<file path="src/rtl/game_pkg.sv">
// Shared types for the character controller: facing directions, HID keycodes, FSM states.
package game_pkg;
  typedef enum logic [1:0] {DIR_DOWN = 2'd0, DIR_UP = 2'd1, DIR_LEFT = 2'd2, DIR_RIGHT = 2'd3} dir_e;
  typedef enum logic [1:0] {ST_IDLE = 2'd0, ST_TURN = 2'd1, ST_WALK = 2'd2} state_e;

  localparam logic [7:0] KEY_W = 8'h1A;
  localparam logic [7:0] KEY_A = 8'h04;
  localparam logic [7:0] KEY_S = 8'h16;
  localparam logic [7:0] KEY_D = 8'h07;
endpackage

</file>
<file path="src/rtl/character_controller_if.sv">
// Frame/key inputs and sprite state outputs of the character controller.
// CHARACTER_RUN_EN adds the Run_Key input.
interface character_controller_if;
  logic       frame_tick;
  logic [7:0] keycode;
  logic [1:0] Direction;
  logic       Character_Moving;
  logic [1:0] Walk_Frame;
  logic [7:0] Tile_X;
  logic [7:0] Tile_Y;
  logic [4:0] Step_Offset;
`ifdef CHARACTER_RUN_EN
  logic       Run_Key;
  modport slave  (input frame_tick, keycode, Run_Key,
                  output Direction, Character_Moving, Walk_Frame, Tile_X, Tile_Y, Step_Offset);
  modport master (output frame_tick, keycode, Run_Key,
                  input Direction, Character_Moving, Walk_Frame, Tile_X, Tile_Y, Step_Offset);
`else
  modport slave  (input frame_tick, keycode,
                  output Direction, Character_Moving, Walk_Frame, Tile_X, Tile_Y, Step_Offset);
  modport master (output frame_tick, keycode,
                  input Direction, Character_Moving, Walk_Frame, Tile_X, Tile_Y, Step_Offset);
`endif
endinterface

</file>
<file path="src/rtl/key_decoder.sv">
// Maps a HID keycode to {valid, direction}; purely combinational.
module key_decoder
  import game_pkg::*;
(
  input  logic [7:0] i_keycode,
  output logic       o_valid,
  output dir_e       o_dir
);
  always_comb begin
    o_valid = 1'b1;
    o_dir   = DIR_DOWN;
    case (i_keycode)
      KEY_S:   o_dir = DIR_DOWN;
      KEY_W:   o_dir = DIR_UP;
      KEY_A:   o_dir = DIR_LEFT;
      KEY_D:   o_dir = DIR_RIGHT;
      default: o_valid = 1'b0;
    endcase
  end
endmodule

</file>
<file path="src/rtl/character_controller.sv">
// Tile-stepping character FSM (IDLE/TURN/WALK) advancing on frame ticks.
// CHARACTER_RUN_EN enables Run_Key: 2 px/tick for a step started with it held.
module character_controller
  import game_pkg::*;
#(
  parameter int TILE_PX    = 16,
  parameter int MAP_W      = 32,
  parameter int MAP_H      = 32,
  parameter int TURN_TICKS = 4,
  parameter int START_X    = 16,
  parameter int START_Y    = 16
) (
  input logic                   Clk,
  input logic                   Reset,
  character_controller_if.slave bus
);
  localparam int TCW = (TURN_TICKS > 1) ? $clog2(TURN_TICKS) : 1;

  state_e           r_state;
  dir_e             r_dir;
  logic             r_moving;
  logic [1:0]       r_wf;
  logic [4:0]       r_off;
  logic [7:0]       r_tx, r_ty;
  logic [TCW-1:0]   r_turn_cnt;

  logic       w_key_vld;
  dir_e       w_key_dir;
  logic [5:0] w_rate, w_off_sum;
  logic       w_done;
  logic [7:0] w_nx, w_ny;
  logic       w_ok_here, w_ok_next;

  key_decoder u_key (.i_keycode(bus.keycode), .o_valid(w_key_vld), .o_dir(w_key_dir));

  function automatic logic in_map(dir_e d, logic [7:0] x, logic [7:0] y);
    case (d)
      DIR_DOWN:  in_map = int'(y) < MAP_H - 1;
      DIR_UP:    in_map = y != 8'd0;
      DIR_LEFT:  in_map = x != 8'd0;
      default:   in_map = int'(x) < MAP_W - 1;
    endcase
  endfunction

  function automatic logic [15:0] step_xy(dir_e d, logic [7:0] x, logic [7:0] y);
    case (d)
      DIR_DOWN:  step_xy = {x, y + 8'd1};
      DIR_UP:    step_xy = {x, y - 8'd1};
      DIR_LEFT:  step_xy = {x - 8'd1, y};
      default:   step_xy = {x + 8'd1, y};
    endcase
  endfunction

`ifdef CHARACTER_RUN_EN
  logic r_run;
  // Re-sampled on every tick outside a step; frozen for the rest of the step once WALK starts.
  always_ff @(posedge Clk) begin
    if (Reset)                                                   r_run <= 1'b0;
    else if (bus.frame_tick && (r_state != ST_WALK || w_done))   r_run <= bus.Run_Key;
  end
  assign w_rate = r_run ? 6'd2 : 6'd1;
`else
  assign w_rate = 6'd1;
`endif

  assign w_off_sum      = {1'b0, r_off} + w_rate;
  assign w_done         = w_off_sum >= 6'(TILE_PX);
  assign {w_nx, w_ny}   = step_xy(r_dir, r_tx, r_ty);
  assign w_ok_here      = in_map(w_key_dir, r_tx, r_ty);
  assign w_ok_next      = in_map(w_key_dir, w_nx, w_ny);

  always_ff @(posedge Clk) begin
    if (Reset) begin
      r_state    <= ST_IDLE;
      r_dir      <= DIR_DOWN;
      r_moving   <= 1'b0;
      r_wf       <= 2'd0;
      r_off      <= 5'd0;
      r_tx       <= 8'(START_X);
      r_ty       <= 8'(START_Y);
      r_turn_cnt <= '0;
    end else if (bus.frame_tick) begin
      case (r_state)
        ST_IDLE: if (w_key_vld) begin
          if (w_key_dir != r_dir) begin
            r_dir      <= w_key_dir;
            r_turn_cnt <= '0;
            r_state    <= ST_TURN;
          end else if (w_ok_here) begin
            r_state  <= ST_WALK;
            r_moving <= 1'b1;
            r_off    <= 5'd0;
          end
        end
        ST_TURN: if (r_turn_cnt == TCW'(TURN_TICKS - 1)) begin
          if (w_key_vld && w_key_dir == r_dir && w_ok_here) begin
            r_state  <= ST_WALK;
            r_moving <= 1'b1;
            r_off    <= 5'd0;
          end else begin
            r_state  <= ST_IDLE;
          end
        end else begin
          r_turn_cnt <= r_turn_cnt + TCW'(1);
        end
        ST_WALK: if (w_done) begin
          r_tx  <= w_nx;
          r_ty  <= w_ny;
          r_off <= 5'd0;
          r_wf  <= r_wf + 2'd1;
          // Key is re-evaluated from the new tile so a held key chains steps with no idle tick.
          if (w_key_vld && w_key_dir != r_dir) begin
            r_dir      <= w_key_dir;
            r_turn_cnt <= '0;
            r_state    <= ST_TURN;
            r_moving   <= 1'b0;
          end else if (!(w_key_vld && w_ok_next)) begin
            r_state  <= ST_IDLE;
            r_moving <= 1'b0;
          end
        end else begin
          r_off <= w_off_sum[4:0];
          if (w_off_sum == 6'(TILE_PX / 2)) r_wf <= r_wf + 2'd1;
        end
        default: begin
          r_state  <= ST_IDLE;
          r_moving <= 1'b0;
        end
      endcase
    end
  end

  assign bus.Direction        = r_dir;
  assign bus.Character_Moving = r_moving;
  assign bus.Walk_Frame       = r_wf;
  assign bus.Tile_X           = r_tx;
  assign bus.Tile_Y           = r_ty;
  assign bus.Step_Offset      = r_off;
endmodule

</file>
<file path="src/flat_wrapper.sv">
// flat-port wrapper written by rule: the top's interface ports become plain ports
module character_controller_flat import game_pkg::*;
#(
  parameter int TILE_PX    = 16,
  parameter int MAP_W      = 32,
  parameter int MAP_H      = 32,
  parameter int TURN_TICKS = 4,
  parameter int START_X    = 16,
  parameter int START_Y    = 16
)
  (Clk, Reset, bus_frame_tick, bus_keycode, bus_Direction, bus_Character_Moving, bus_Walk_Frame, bus_Tile_X, bus_Tile_Y, bus_Step_Offset);
  character_controller_if bus_i ();
  input logic Clk;
  input logic Reset;
  input wire logic [$bits(bus_i.frame_tick)-1:0] bus_frame_tick;
  input wire logic [$bits(bus_i.keycode)-1:0] bus_keycode;
  output wire logic [$bits(bus_i.Direction)-1:0] bus_Direction;
  output wire logic [$bits(bus_i.Character_Moving)-1:0] bus_Character_Moving;
  output wire logic [$bits(bus_i.Walk_Frame)-1:0] bus_Walk_Frame;
  output wire logic [$bits(bus_i.Tile_X)-1:0] bus_Tile_X;
  output wire logic [$bits(bus_i.Tile_Y)-1:0] bus_Tile_Y;
  output wire logic [$bits(bus_i.Step_Offset)-1:0] bus_Step_Offset;
  assign bus_i.frame_tick = bus_frame_tick;
  assign bus_i.keycode = bus_keycode;
  assign bus_Direction = bus_i.Direction;
  assign bus_Character_Moving = bus_i.Character_Moving;
  assign bus_Walk_Frame = bus_i.Walk_Frame;
  assign bus_Tile_X = bus_i.Tile_X;
  assign bus_Tile_Y = bus_i.Tile_Y;
  assign bus_Step_Offset = bus_i.Step_Offset;
  character_controller #(.TILE_PX(TILE_PX), .MAP_W(MAP_W), .MAP_H(MAP_H), .TURN_TICKS(TURN_TICKS), .START_X(START_X), .START_Y(START_Y)) u_core (.Clk(Clk), .Reset(Reset), .bus(bus_i));
endmodule
</file>
<file path="config.mk">
export PLATFORM = sky130hd
export DESIGN_NAME = character_controller_flat
export DESIGN_NICKNAME = d
export VERILOG_FILES = /design/src/rtl/game_pkg.sv /design/src/rtl/character_controller_if.sv /design/src/rtl/key_decoder.sv /design/src/rtl/character_controller.sv /design/src/flat_wrapper.sv
export SDC_FILE = /design/constraint.sdc
export NUM_CORES = 1
export LEC_CHECK = 0
export ABC_AREA = 1
export CAP_MARGIN = 10
export CORE_MARGIN = 2
export CORE_UTILIZATION = 35
export DETAILED_ROUTE_END_ITERATION = 7
export MAX_ROUTING_LAYER = met4
export PLACE_DENSITY_LB_ADDON = 0.3
export SLEW_MARGIN = 10
export SYNTH_ARGS = -nofsm -noshare
export SYNTH_HDL_FRONTEND = slang
export SYNTH_SLANG_ARGS = --single-unit
</file>
<file path="constraint.sdc">
create_clock -name Clk -period 2.5 [get_ports Clk]
set_input_delay 0.75 -clock Clk [delete_from_list [all_inputs] [get_ports Clk]]
set_output_delay 0.75 -clock Clk [all_outputs]
set_load 0.01 [all_outputs]
</file>
[After elaboration in Yosys (flattened, before gate mapping)]
Cells that the tools add are included.
Storage, ports and cells
  logic and storage cells: 110
  flip-flop bits (word level): 30
  bits in latches: 0
  input bits: 11
  memories kept: 0
  memory bits (writable): 0
  ROM bits: 0
Operators by class
  eq/ne operators: 25
  order comparisons: 5
  add/subtract/negate cells: 7
  $mul: 0
  reduce and logical (&&, ||, !) cells: 22
  div/mod/pow operators: 0
  shift operators: 0
  multiplexer cells: 43
  bitwise operators: 0
Operators with widths (count)
  $pmux 16 s3: 1
  $mux 2: 19
  $lt 8x5->1 const B: 4
  $reduce_bool 8->1: 4
  $mux 5: 6
  $pmux 2 s3: 3
  $add 8x1->8 const B: 2
  $eq 8x3->1 const B: 2
  $eq 8x5->1 const B: 2
  $sub 8x1->8 const B: 2
  $pmux 5 s3: 1
  $ne 2x1->1 const B: 7
  $reduce_and 7->1: 2
  $reduce_and 6->1: 2
  $mux 1: 9
  $pmux 1 s3: 3
  $eq 2x2->1 const B: 4
  $reduce_and 8->1: 1
  $add 5x1->6 const B: 1
  $eq 2x1->1 const B: 3
  $eq 6x4->1 const B: 1
  $ge 6x5->1 const B: 1
  $logic_not 2->1: 3
  $reduce_and 3->1: 2
  other kinds (11): 17

[Depth between registers and ports, before layout]
Gate-level depths: netlist of run 1.
  word-level depth: 9
  depth in mapped cells: 26

[By module]
A second synthesis of run 1 with hierarchy kept.
Unflattened totals
  cells, all modules: 458
  area, all modules: 2688.8 µm²
Modules (own cells, without submodules)
  character_controller: sequential area each 600.6 µm², cells each 430, area each 2566.2 µm², instances 1
  key_decoder: sequential area each 0.0 µm², cells each 28, area each 122.6 µm², instances 1

[Worst setup path after synthesis of run 1]
Ideal clock, no wire load.
  path kind: flip-flop to flip-flop
  start point: reg u_core.r_dir[1], in the netlist u_core.bus.Direction[1]
  end point: reg u_core.r_state[0]
  stages on the path, launching flop included: 22
  slack: 0 ps
  clock period less this slack: 2500 ps
  data arrival time: 2436 ps
  library setup time: 64 ps
  buffers on the path: 2
  cells stage by stage: dfxtp_1 > buf_6 > inv_2 > buf_6 > nand3_2 > nand2_1 > inv_1 > ha_1 > nand2_1 > o21ai_0 > or2_2 > nor2_1 > nand3_1 > nor2_1 > nand2_1 > nand2_1 > nand2_1 > o21ai_2 > nand3_2 > nand2_1 > inv_1 > nor2_1
On the way
  cells in the longest elaborated chain, start to end: 7
  elaborated cells on any way between the ends: 20
  classes of those cells: order compare (2); eq/ne (5); mux (7); reduce/logical (6)
Ends and longest elaborated chain
  from (decl): line character_controller.sv:20  | dir_e r_dir;
  from (signal assigned): line character_controller.sv:86  | r_dir <= w_key_dir;
  from (signal assigned): line character_controller.sv:113  | r_dir <= w_key_dir;
  $eq 2x2->1, or another cell as far along: line character_controller.sv:46  | case (d)
  $pmux 16 s3: line character_controller.sv:46
  $lt 8x5->1, or another cell as far along: line character_controller.sv:41  | default: in_map = int'(x) < MAP_W - 1;
  $pmux 1 s3: line character_controller.sv:37  | case (d)
  $logic_and 1x1->1: line character_controller.sv:117  | end else if (!(w_key_vld && w_ok_next)) begin
  $ne 3x2->1 (no line)
  $reduce_and 6->1 (no line)
  to (signal assigned): line character_controller.sv:115  | r_state <= ST_TURN;
  to (signal assigned): line character_controller.sv:118  | r_state <= ST_IDLE;
  to (signal assigned): line character_controller.sv:126  | r_state <= ST_IDLE;
  to (decl): line character_controller.sv:19  | state_e r_state;
Parallel ways exist; a longest one is shown, timed or not. The select of a mux whose other input is x is not followed.
A chain may end at the register's enable or synchronous reset.

[Final worst setup path of run 1]
  start point: in bus_keycode[2]
  end point: reg u_core.r_moving, in the netlist u_core.bus.Character_Moving
On the way
  cells in the longest elaborated chain, start to end: 7
  elaborated cells on any way between the ends: 27
  classes of those cells: eq/ne (13); mux (7); reduce/logical (7)
Ends and longest elaborated chain
  from (decl): line flat_wrapper.sv:16  | input wire logic [$bits(bus_i.keycode)-1:0] bus_keycode;
  $eq 8x3->1 or $eq 8x5->1 (tied branches): line key_decoder.sv:12  | case (i_keycode)
  $pmux 2 s3 or $reduce_or 4->1 (tied branches)
  $eq 2x2->1, or another cell as far along: line character_controller.sv:37
  $pmux 1 s3, or another cell as far along: line character_controller.sv:37
  $logic_and 1x1->1, or another cell as far along: line character_controller.sv:117
  $ne 3x2->1 (no line), or another cell as far along
  $reduce_and 8->1 (no line) or $pmux 1 s3 (tied branches)
  to (signal assigned): line character_controller.sv:116  | r_moving <= 1'b0;
  to (signal assigned): line character_controller.sv:119  | r_moving <= 1'b0;
  to (signal assigned): line character_controller.sv:127  | r_moving <= 1'b0;
  to (decl): line character_controller.sv:21  | logic r_moving;
Parallel ways exist; a longest one is shown, timed or not. The select of a mux whose other input is x is not followed.

==> results of run 1 <==
==> stage by stage <==
step | TNS, ps | setup slack [ps]
global route | -843 | -142
global placement | -4660 | -467
floorplan | 0 | 0.336
finish | 0 | 67.7
detailed placement | -5690 | -583
CTS | 0 | 0.196
==> power by group through the flow <==
| stage | Sequential [mW] | Combinational, mW | Clock, mW |
|---|---|---|---|
| after global routing | 0.510 | 0.408 | 0.395 |
| after CTS | 0.508 | 0.307 | 0.375 |
| final | 0.508 | 0.369 | 0.364 |
| after detailed placement | 0.518 | 0.288 | 0 |
| after global placement | 0.519 | 0.283 | 0 |
| after floorplan | 0.523 | 0.172 | 0 |
==> critical path, delay by kind of cell <==
family	cells	cell delay (ps)
simple gates	11	1140
buf+inv	3	530
xor+xnor	1	180
==> metal layers <==
| layer | track usage | part of all wire |
|---|---|---|
| met1 | 0.236 | 0.44 |
| met2 | 0.342 | 0.52 |
| met3 | 0.0293 | 0.033 |
| met4 | 0.0485 | 0.013 |
| met5 | - | 0 |
==> sequential cells by signal, indices dropped and copies added, names as in the netlist <==
register	flops
u_core.bus.Character_Moving	1
u_core.bus.Direction	2
u_core.bus.Step_Offset	5
u_core.bus.Tile_X	8
u_core.bus.Tile_Y	8
u_core.bus.Walk_Frame	2
u_core.r_state	2
u_core.r_turn_cnt	2
==> repair_timing <==
item | 4_1_cts | 5_1_grt
endpoints found under the setup margin | 12 | 12
endpoints found under the hold margin | 0 | 0
setup buffers | 9 | 7
gates resized for setup | 43 | 112
pin swaps | 25 | 60
hold buffers | 0 | 0
==> layout by cell type (no fill, tap or decap), types with 5 or more instances in the layout <==
cell | netlist | final
nor2_4 | 0 | 7
nand2_1 | 136 | 108
buf_6 | 3 | 10
nor3_1 | 7 | 6
clkbuf_8 | 0 | 5
nand2_4 | 1 | 11
nor2_1 | 48 | 33
nand2_2 | 10 | 28
dfxtp_1 | 30 | 26
buf_4 | 2 | 44
xor2_1 | 5 | 5
a21oi_1 | 23 | 20
o21ai_0 | 25 | 22
inv_1 | 78 | 66
nand3_1 | 55 | 42
clkdlybuf4s50_1 | 0 | 28
inv_2 | 2 | 11
nand3_2 | 2 | 12
nand4_1 | 8 | 8
nor2_2 | 3 | 11
==> area by class of cell <==
| cell class | count | area, um2 | share of cell area |
|---|---|---|---|
| repair buffers | 93 | 851 | 0.207 |
| flip-flops and latches | 30 | 608 | 0.148 |
| multi-input cells | 357 | 2120 | 0.516 |
| well taps | 102 | 128 | 0.0311 |
| inverters | 82 | 323 | 0.0785 |
| clock inverters | 2 | 10.0 | 0.00244 |
| clock buffers | 5 | 68.8 | 0.0167 |
==> worst paths after layout <==
path | from | to | slack (ps)
worst max register to register | u_core.bus.Direction[0]$_SDFFE_PP0P_ | u_core.bus.Character_Moving$_SDFFE_PP0P_ | 110
worst max-delay path | bus_keycode[2] | u_core.bus.Character_Moving$_SDFFE_PP0P_ | 70
worst min-delay path | u_core.bus.Walk_Frame[1]$_SDFFE_PP0P_ | u_core.bus.Walk_Frame[1]$_SDFFE_PP0P_ | 460
worst min register to register | u_core.bus.Walk_Frame[1]$_SDFFE_PP0P_ | u_core.bus.Walk_Frame[1]$_SDFFE_PP0P_ | 460
==> cells by family after synthesis <==
kind of cell | synth area share
simple gates | 0.467
buf+inv | 0.138
flops | 0.219
compound gates | 0.133
fa+ha+maj | 0.0229
xor+xnor | 0.0192
==> metrics.md, run 1 <==
| Metric | Value |
|---|---|
| Vias in the first global route | around 3100 |
| Synth area leaders | dfxtp_1 22%, nand2_1 19%, inv_1 11%, nand3_1 10%, nor2_1 6.6% |
| Count leader, synth | nand2_1 |
| Status | finished clean |
| CTS H-tree depth | 2 |
| CP Class | in2reg |
| Slew Limit Headroom | 0.565 |
| Number of synthesized register bits | 30 |
| Min-delay worst type | reg2reg |
| # placed instances | roughly 650 |
| Register-to-Register Path Depth | 20 |
| Crit path DAT | between 2000 and 3000 ps |
| Initial DRC Count | approximately 180 |
| Endpoints failing hold | 0 |
| IO Pins | 37 |
| Fmax achieved | a little over 400 MHz |
| Vias per inst | between 4 and 5 |
| Tot Pwr | around 1.2 mW |
| DR WL/cell | ~12 um |
| Post-route ant nets | 0 |
| Logic gate share of total power | 0.298 |
| Routability cong. | approximately 0.87 |
| Worst Tran Pin Value | 651 ps |
| # DRC | 0 |
| Synth cell count leaders | 136 x nand2_1, 78 x inv_1, 55 x nand3_1 |
| Largest net degree at the start of global routing | 24 |
| Layout fillers | 728 |
| Clk slew on worst S/H paths | 60 ps |
| Die X | slightly above 90 um |
| Core box area | about 0.0076 mm2 |
| Number of antenna violations at the first check in global routing | 0 |
| Maximum VDD drop | 0.293 mV |
| Top_reg_cell synth | dfxtp_1 |
| Cell Pwr Density | slightly above 300 mW/mm2 |
| Placed inst area | 0.00348 mm2 |
| Root Buffer | clkbuf_8 |
| Max FO, Critical Path | 3 |
| Sequential Power Share | 0.409 |
| Layout cells sized above 1 | 0.316 |
| Mean post-synth cell area | about 5.7 um2 |
| Global-route wire length before repair | approximately 14000 um |
| GR Overflow Total | 0 |
| Unrepaired setup endpoints after global routing | yes |
| Clock buffer depth | 2 |
| MaxCap Viol Count | 0 |
| Synth warnings | 0 |
| WHS | roughly 460 ps |
| CP cell instances | dlygate4sd2_1, buf_4, nor2_2, nand3_2, nand2_2, xor2_1, nand2_1, nor2_2, and2_4, nor2_4, nor2_4, buf_6, nand4_1, nand2_1, nor2_1 |
| Seq/Total Area, Yosys | 0.219 |
| Chip height | roughly 92 um |
| Cell Count, Final, Fillers Out | 671 |
| Max incr delay on CP | 270 ps |
| Startpoint types | input pin |
| Finished Core Util | 0.537 |
| Slowest cell on crit path | dlygate4sd2_1 |
| Slew Viols, Final | 0 |
| Number of flops mapped to enable cells by yosys | 0 |
| GRT Util Overall | 0.195 |
| Area Growth Syn to Fin | 50.2% |
| Critical path endpoint category | flip-flop |
| Internal power | between 0.8 and 0.9 mW |
| Die area | about 0.0085 mm2 |
| Worst Hold Depth | 2 |
| Detailed Place HPWL | around 6000 um |
| Sw power | about 0.40 mW |
| Detailed Routing Iterations Pass 1 | 4 |
| Switching Share | 0.323 |
| TritonCTS clock tree | done |
| Power share of the clock group | 0.293 |
| Post-Syn Area | about 0.0027 mm2 |
| DRT Wirelength | just over 8000 um |
| CP required | between 2000 and 3000 ps |
| Static leakage | a little under 2 nW |
| Post-route clock period utilization | 0.973 |
| Final setup viols | 0 |
| Synth cell types | 37 |
| Final min period | between 2000 and 2500 ps |
| Leading area contributor after synthesis | dfxtp_1 |
| PortBufs | 36 |
| Clk_lat worst skew | between 200 and 300 ps |
| Share of the synthesized area in the top cell type | 0.219 |
| Max Clock Skew | roughly 4.7 ps |
| Mapped Nets | 495 |
| DR vias | roughly 3300 |
| # rows | 32 |
| Cts bufs inserted | 5 |
| Mapped Cells | 479 |
| Fin nets | 585 |
| TritonCTS sink count | 30 |
| Synth async-reset ratio | 0 |
| Fin area | roughly 0.004 mm2 |
| Starting Density | 0.358 |
| Ant. Diodes | 0 |
Note: power is estimated with default switching activity, not from simulation.
==> run 2: changes to the inputs <==
--- a/config.mk
+++ b/config.mk
@@ -8,10 +8,11 @@
 export ABC_AREA = 1
 export CAP_MARGIN = 10
 export CORE_MARGIN = 2
-export CORE_UTILIZATION = 35
+export CORE_UTILIZATION = 50
 export DETAILED_ROUTE_END_ITERATION = 7
 export MAX_ROUTING_LAYER = met4
 export PLACE_DENSITY_LB_ADDON = 0.3
+export SETUP_SLACK_MARGIN = 0.3
 export SLEW_MARGIN = 10
 export SYNTH_ARGS = -nofsm -noshare
 export SYNTH_HDL_FRONTEND = slang
==> run 2 against run 1 <==
Against the previous run:
- global-route usage up 7.7 points
- die area is 29% lower
- first-iteration DRC count grew 41%
- cell count is 5.7% lower
- hold slack improved by 11 ps
- maximum frequency down 1.9%
==> metrics.md, run 2 (same netlist as run 1, synthesis figures left out) <==
| Metric | Value |
|---|---|
| PortBufs | 36 (unchanged) |
| WHS | 472 ps (was 462 ps) |
| Slew Viols, Final | 0 (unchanged) |
| Max Clock Skew | 10.1 ps (was 4.73 ps) |
| Dpl ws | -576 ps (was -583 ps) |
| Worst Tran Pin Value | 646 ps (was 651 ps) |
| Commonest non-fill, non-tap cells in the layout | 119 x nand2_1, 67 x inv_1, 47 x nand3_1 (was 108 x nand2_1, 66 x inv_1, 44 x buf_4) |
| Area Growth Syn to Fin | 42.3% (was 50.2%) |
| Fin nets | 578 (was 585) |
| Clk slew on worst S/H paths | 70 ps (was 60 ps) |
| Area of the multi-input gates | 0.00201 mm2 (was 0.00212 mm2) |
| Max incr delay on CP | 400 ps (was 270 ps) |
| CP Class | reg2reg (was in2reg) |
| Max FO, Critical Path | 5 (was 3) |
| GR Overflow Total | 0 (unchanged) |
| Maximum VDD drop | 0.374 mV (was 0.293 mV) |
| Logic gate share of total power | 0.259 (was 0.298) |
| Final setup viols | 0 (unchanged) |
| Crit path depth | 20 (was 15) |
| Switching Share | 0.309 (was 0.323) |
| DR WL/cell | 13.1 um (was 12.3 um) |
| DR vias | 3359 (was 3308) |
| Static leakage | 1.95 nW (was 1.97 nW) |
| CP bufs+invs | 3 (unchanged) |
| CP required | 2680 ps (was 2670 ps) |
| Sequential Power Share | 0.376 (was 0.409) |
| Crit path DAT | 2660 ps (was 2600 ps) |
| Layout fillers | 391 (was 728) |
| Unrepaired setup endpoints after global routing | yes (unchanged) |
| CP cell instances | buf_12, nand2_4, nand2_4, nand2_2, buf_4, buf_4, nor2_1, nand3_1, nand2_1, nand2_1, nand3_1, nand2_1, nor2_1, nand2_2, nand2_2, nand2_2, o21ai_4, nand4_1, nand2_1, nor2_1 (was dlygate4sd2_1, buf_4, nor2_2, nand3_2, nand2_2, xor2_1, nand2_1, nor2_2, and2_4, nor2_4, nor2_4, buf_6, nand4_1, nand2_1, nor2_1) |
| Setup ws final | 19.3 ps (was 67.7 ps) |
| Chip height | 78.0 um (was 92.4 um) |
| Layout cells sized above 1 | 0.279 (was 0.316) |
| Routability cong. | 0.958 (was 0.875) |
| Placed inst area | 0.00341 mm2 (was 0.00348 mm2) |
| Startpoint types | flip-flop (was input pin) |
| Slowest cell on crit path | dfxtp_4 (was dlygate4sd2_1) |
| Initial DRC Count | 250 (was 177) |
| Fin area | 0.00389 mm2 (was 0.00411 mm2) |
| # hold bufs at CTS | 0 (unchanged) |
| Ant. Diodes | 0 (unchanged) |
| TritonCTS clock tree | done (unchanged) |
| IO Pins | 37 (unchanged) |
| Top Family by Delay on Critical Path | simple AND/OR/NAND/NOR gates (unchanged) |
| Worst Hold Depth | 2 (unchanged) |
| Fmax achieved | 403 MHz (was 411 MHz) |
| Cell Pwr Density | 348 mW/mm2 (was 302 mW/mm2) |
| # rows | 26 (was 32) |
| DRT Wirelength | 8300 um (was 8270 um) |
| # placed instances | 605 (was 648) |
| Largest net degree at the start of global routing | 24 (unchanged) |
| Critical path endpoint category | flip-flop (unchanged) |
| Slew Limit Headroom | 0.569 (was 0.565) |
| Vias per inst | 5.31 (was 4.93) |
| Post-route ant nets | 0 (unchanged) |
| Die area | 0.00608 mm2 (was 0.00854 mm2) |
| TritonCTS sink count | 30 (unchanged) |
| Min-delay worst type | reg2reg (unchanged) |
| Power share of the clock group | 0.365 (was 0.293) |
| Cell Count, Final, Fillers Out | 633 (was 671) |
| MaxCap Viol Count | 0 (unchanged) |
| Register area | 612 um2 (was 608 um2) |
| Detailed Place HPWL | 5620 um (was 6020 um) |
| Internal power | 0.937 mW (was 0.841 mW) |
| # DRC | 0 (unchanged) |
| Register-to-Register Path Depth | 20 (unchanged) |
| Endpoints failing hold | 0 (unchanged) |
| GRT Util Overall | 0.273 (was 0.195) |
| Most common cell after layout, fill and taps aside | nand2_1 (unchanged) |
| Starting Density | 0.526 (was 0.358) |
| Root Buffer | clkbuf_8 (unchanged) |
| Detailed Routing Iterations Pass 1 | 5 (was 4) |
| Number of antenna violations at the first check in global routing | 0 (unchanged) |
| Post-route clock period utilization | 0.992 (was 0.973) |
| CTS H-tree depth | 2 (unchanged) |
| Sw power | 0.419 mW (was 0.401 mW) |
| Die X | 78.0 um (was 92.4 um) |
| Status | finished clean (unchanged) |
| Clk_lat worst skew | 300 ps (was 280 ps) |
| Core box area | 0.00520 mm2 (was 0.00765 mm2) |
| Vias in the first global route | 2973 (was 3149) |
| Cts bufs inserted | 5 (unchanged) |
| Final min period | 2480 ps (was 2430 ps) |
| Global-route wire length before repair | 13200 um (was 13500 um) |
| Clock buffer depth | 2 (unchanged) |
[run 2: cell types whose count changed in the layout (fill, tap and decap cells not counted), sizes merged]
cell           change
bufinv             +1
buf                -5
dlymetal6s2s       +1
dlygate4sd2        -1
clkbuf             -2
clkdlybuf4s15      +2
clkdlybuf4s50      -2
[run 2: path summary, 6_finish.rpt]
| path | slack, ps | endpoint | from |
|---|---|---|---|
| min reg2reg | 470 | u_core.r_turn_cnt[1]$_SDFFE_PP0P_ | u_core.r_turn_cnt[1]$_SDFFE_PP0P_ |
| max reg2reg | 20 | u_core.r_state[1]$_SDFFE_PP0P_ | u_core.bus.Direction[0]$_SDFFE_PP0P_ |
| min | 470 | u_core.r_turn_cnt[1]$_SDFFE_PP0P_ | u_core.r_turn_cnt[1]$_SDFFE_PP0P_ |
| max | 20 | u_core.r_state[1]$_SDFFE_PP0P_ | u_core.bus.Direction[0]$_SDFFE_PP0P_ |
[run 2: cell type report]
type,count,area share
timing repair buffer,86,0.193
tap,70,0.0225
clock buffer,5,0.0177
inverter,82,0.0822
multi-input combinational,357,0.517
clock inverter,3,0.0103
sequential,30,0.157
[run 2: through the flow]
step / utilization / power, mW / TNS, ps
3_3_place_gp: 0.656 / 0.802 / -4610
4_1_cts: 0.715 / 1.32 / 0
5_1_grt: 0.748 / 1.42 / -875
2_1_floorplan: - / 0.703 / 0
3_5_place_dp: 0.656 / 0.808 / -5720
6_report: 0.748 / 1.36 / 0
[run 2: timing repair]
| item | 4_1_cts | 5_1_grt |
|---|---|---|
| buffers inserted | 13 | 7 |
| setup endpoints to repair | 13 | 15 |
| resized for setup | 56 | 42 |
| pin swaps | 23 | 33 |
| endpoints found under the hold margin | 0 | 0 |
[run 2: tightest hold or removal path, delay by kind of cell, from the launching register on]
kind	cells	cell delay, ps
compound gates	1	60
simple gates	1	60
flops	1	310
[run 2: power by group through the flow]
stage               Combinational, mW  Clock, mW  Sequential (mW)
floorplan                       0.181          0            0.522
global placement                0.282          0            0.521
detailed placement              0.287          0            0.521
CTS                             0.310      0.497            0.509
global route                    0.387      0.525            0.511
finish                          0.351      0.495            0.510
[run 2: layer usage]
| metal | part of all wire | wire, um | vias up | track usage |
|---|---|---|---|---|
| met5 | 0 | 0 | - | - |
| met2 | 0.50 | 4170 | 124 | 0.473 |
| li1 | - | - | 1691 | - |
| met1 | 0.42 | 3490 | 1519 | 0.332 |
| met3 | 0.054 | 446 | 25 | 0.0430 |
| met4 | 0.023 | 188 | 0 | 0.0667 |
==> run 3: changes to the inputs <==
--- a/config.mk
+++ b/config.mk
@@ -7,7 +7,7 @@
 export LEC_CHECK = 0
 export ABC_AREA = 1
 export CAP_MARGIN = 10
-export CORE_MARGIN = 2
+export CORE_MARGIN = 1.5
 export CORE_UTILIZATION = 50
 export DETAILED_ROUTE_END_ITERATION = 7
 export MAX_ROUTING_LAYER = met4
==> run 3 against run 2 <==
Against the previous run:
- maximum frequency fell by 3.5%
- first-iteration DRC count grew 25%
- critical path type unchanged
- count of clock-buffer cells in the layout is 2 higher
- largest cell class unchanged
- worst setup slack worse by 91 ps
- sequential cell count is the same
- the run now ends with negative setup slack left
- final area increased by 6.2%
==> metrics.md, run 3 (same netlist as run 1, synthesis figures left out) <==
| Metric | Value |
|---|---|
| Fin nets | 591 (was 578) |
| Failing checks | negative setup slack |
| Global-route wire length before repair | 15100 um (was 13200 um) |
| Final min period | 2570 ps (was 2480 ps) |
| DR vias | 3629 (was 3359) |
| # hold bufs at CTS | 0 (unchanged) |
| # placed instances | 601 (was 605) |
| Detailed Routing Iterations Pass 1 | 7 (was 5) |
| Critical path endpoint category | flip-flop (unchanged) |
| Final setup viols | 4 (was 0) |
| Clock buffer depth | 2 (unchanged) |
| Worst Hold Depth | 2 (unchanged) |
| Most common cell after layout, fill and taps aside | nand2_1 (unchanged) |
| Starting Density | 0.526 (unchanged) |
| Detailed Place HPWL | 5660 um (was 5620 um) |
| Vias in the first global route | 3425 (was 2973) |
| CP required | 2690 ps (was 2680 ps) |
| CTS H-tree depth | 2 (unchanged) |
| Register-to-Register Path Depth | 23 (was 20) |
| DR WL/cell | 15.5 um (was 13.1 um) |
| Cell Pwr Density | 359 mW/mm2 (was 348 mW/mm2) |
| Clk slew on worst S/H paths | 70 ps (about the same) |
| Register area | 613 um2 (was 612 um2) |
| Max Clock Skew | 4.49 ps (was 10.1 ps) |
| Commonest non-fill, non-tap cells in the layout | 117 x nand2_1, 66 x inv_1, 50 x buf_4 (was 119 x nand2_1, 67 x inv_1, 47 x nand3_1) |
| Hold EP | u_core.bus.Walk_Frame[1]$_SDFFE_PP0P_ (was u_core.r_turn_cnt[1]$_SDFFE_PP0P_) |
| DRT Wirelength | 9990 um (was 8300 um) |
| Placed inst area | 0.00340 mm2 (was 0.00341 mm2) |
| Routability cong. | 0.956 (was 0.958) |
| Clk_lat worst skew | 290 ps (was 300 ps) |
| R2R Setup Slk | -70 ps (was 20 ps) |
| CP startpoint | u_core.bus.Direction[0]$_SDFFE_PP0P_ (unchanged) |
| Die X | 77.0 um (was 78.0 um) |
| Setup ws final | -72.0 ps (was 19.3 ps) |
| Fmax achieved | 389 MHz (was 403 MHz) |
| Startpoint types | flip-flop (unchanged) |
| Number of antenna violations at the first check in global routing | 0 (unchanged) |
| TritonCTS clock tree | done (unchanged) |
| Finished Core Util | 0.794 (was 0.748) |
| Unrepaired setup endpoints after global routing | yes (unchanged) |
| IO Pins | 37 (unchanged) |
| Worst R2R End | u_core.bus.Character_Moving$_SDFFE_PP0P_ (was u_core.r_state[1]$_SDFFE_PP0P_) |
| # rows | 26 (unchanged) |
| Post-route ant nets | 0 (unchanged) |
| Layout fillers | 347 (was 391) |
| Cell Count, Final, Fillers Out | 646 (was 633) |
| Static leakage | 2.07 nW (was 1.95 nW) |
| Layout cells sized above 1 | 0.297 (was 0.279) |
| CP bufs+invs | 5 (was 3) |
| Initial DRC Count | 313 (was 250) |
| CP Class | reg2reg (unchanged) |
| Area Growth Syn to Fin | 51.1% (was 42.3%) |
| CP cell instances | buf_12, nand3_4, nand2_4, inv_4, ha_4, inv_2, nand2_2, inv_2, nand2_1, nand2_1, nand2_1, nand2_1, inv_1, nor2_1, nand3_1, nor2_1, nand2_1, nand2_1, nand2_2, o21ai_4, nand4_1, nand2_1, nor2_1 (was buf_12, nand2_4, nand2_4, nand2_2, buf_4, buf_4, nor2_1, nand3_1, nand2_1, nand2_1, nand3_1, nand2_1, nor2_1, nand2_2, nand2_2, nand2_2, o21ai_4, nand4_1, nand2_1, nor2_1) |
| Crit path DAT | 2760 ps (was 2660 ps) |
| Min-delay worst type | reg2reg (unchanged) |
| Worst Tran Pin Value | 641 ps (was 646 ps) |
| Cts bufs inserted | 5 (unchanged) |
| # DRC | 0 (unchanged) |
| GRT Util Overall | 0.316 (was 0.273) |
| Core box area | 0.00520 mm2 (unchanged) |
| Maximum VDD drop | 0.400 mV (was 0.374 mV) |
| Worst flop-to-flop path startpoint | u_core.bus.Direction[0]$_SDFFE_PP0P_ (unchanged) |
| Endpoints failing hold | 0 (unchanged) |
| MaxCap Viol Count | 0 (unchanged) |
| Ant. Diodes | 0 (unchanged) |
| Slew Viols, Final | 0 (unchanged) |
| Fin area | 0.00414 mm2 (was 0.00389 mm2) |
| Status | finished with violations (was finished clean) |
| Area of the multi-input gates | 0.00208 mm2 (was 0.00201 mm2) |
| Die area | 0.00593 mm2 (was 0.00608 mm2) |
| CP most frequent cell | nand2_1 |
| GR Overflow Total | 0 (unchanged) |
| Vias per inst | 5.62 (was 5.31) |
| TritonCTS sink count | 30 (unchanged) |
| Largest net degree at the start of global routing | 24 (unchanged) |
| Slowest cell on crit path | dfxtp_4 (unchanged) |
| Root Buffer | clkbuf_8 (unchanged) |
| Max incr delay on CP | 400 ps (about the same) |
| Max FO, Critical Path | 5 (unchanged) |
| PortBufs | 36 (unchanged) |
| Post-route clock period utilization | 1.03 (was 0.992) |
| Chip height | 77.0 um (was 78.0 um) |
| Min-delay src | u_core.bus.Walk_Frame[1]$_SDFFE_PP0P_ (was u_core.r_turn_cnt[1]$_SDFFE_PP0P_) |
| Top Family by Delay on Critical Path | simple AND/OR/NAND/NOR gates (unchanged) |
| Slew Limit Headroom | 0.572 (was 0.569) |
-- run 3: cell types whose count changed in the layout (fill, tap and decap cells not counted), sizes merged --
cell / change
buf: +12
clkbuf: +2
clkinv: -2
clkdlybuf4s50: +1
dlygate4sd2: -1
o21ai: +1
-- run 3: layout make-up --
type	instances	area share
multi-input combinational	358	0.502
inverter	82	0.0775
tap	70	0.0212
timing repair buffer	98	0.218
clock inverter	1	0.00726
sequential	30	0.148
clock buffer	7	0.0260
-- run 3: metrics by stage --
step	power (mW)	TNS (ps)	hold WS [ps]	setup slack, ps
6_report	1.49	-199	468	-72.0
5_1_grt	1.54	-1050	510	-215
4_1_cts	1.43	0	472	96.2
3_5_place_dp	0.801	-5910	460	-619
3_3_place_gp	0.796	-4640	450	-487
2_1_floorplan	0.703	0	449	92.8
-- run 3: worst min-delay path, stage by stage, from the launching register on --
cell and delay (ps):
dfxtp_1 310, inv_1 60, a21oi_1 50
-- run 3: power breakdown --
group          switching [mW]  internal, mW
registers              0.0160         0.493
logic                   0.223         0.158
clock network           0.212         0.385
-- run 3: what timing repair did --
| action | CTS | global route |
|---|---|---|
| setup endpoints to repair | 13 | 17 |
| cloned | 1 | 0 |
| pin swaps | 29 | 22 |
| resized for setup | 72 | 41 |
| buffers inserted | 26 | 10 |
| endpoints found under the hold margin | 0 | 0 |
-- run 3: worst max-delay path by stage --
stage	end	slack [ps]	cells past startpoint
after floorplan	u_core.bus.Step_Offset[2]$_SDFFE_PP0P_	90	14
after global placement	u_core.bus.Step_Offset[3]$_SDFFE_PP0P_	-490	14
after detailed placement	u_core.bus.Step_Offset[3]$_SDFFE_PP0P_	-620	14
after CTS	u_core.bus.Character_Moving$_SDFFE_PP0P_	100	14
after global routing	u_core.r_state[1]$_SDFFE_PP0P_	-220	24
final	u_core.bus.Character_Moving$_SDFFE_PP0P_	-70	23
-- run 3: per-layer routing --
layer | routed length [um] | vias up | track usage
met5 | 0 | - | -
met3 | 521 | 57 | 0.0429
li1 | - | 1718 | -
met2 | 5060 | 189 | 0.560
met4 | 452 | 0 | 0.118
met1 | 3960 | 1665 | 0.360
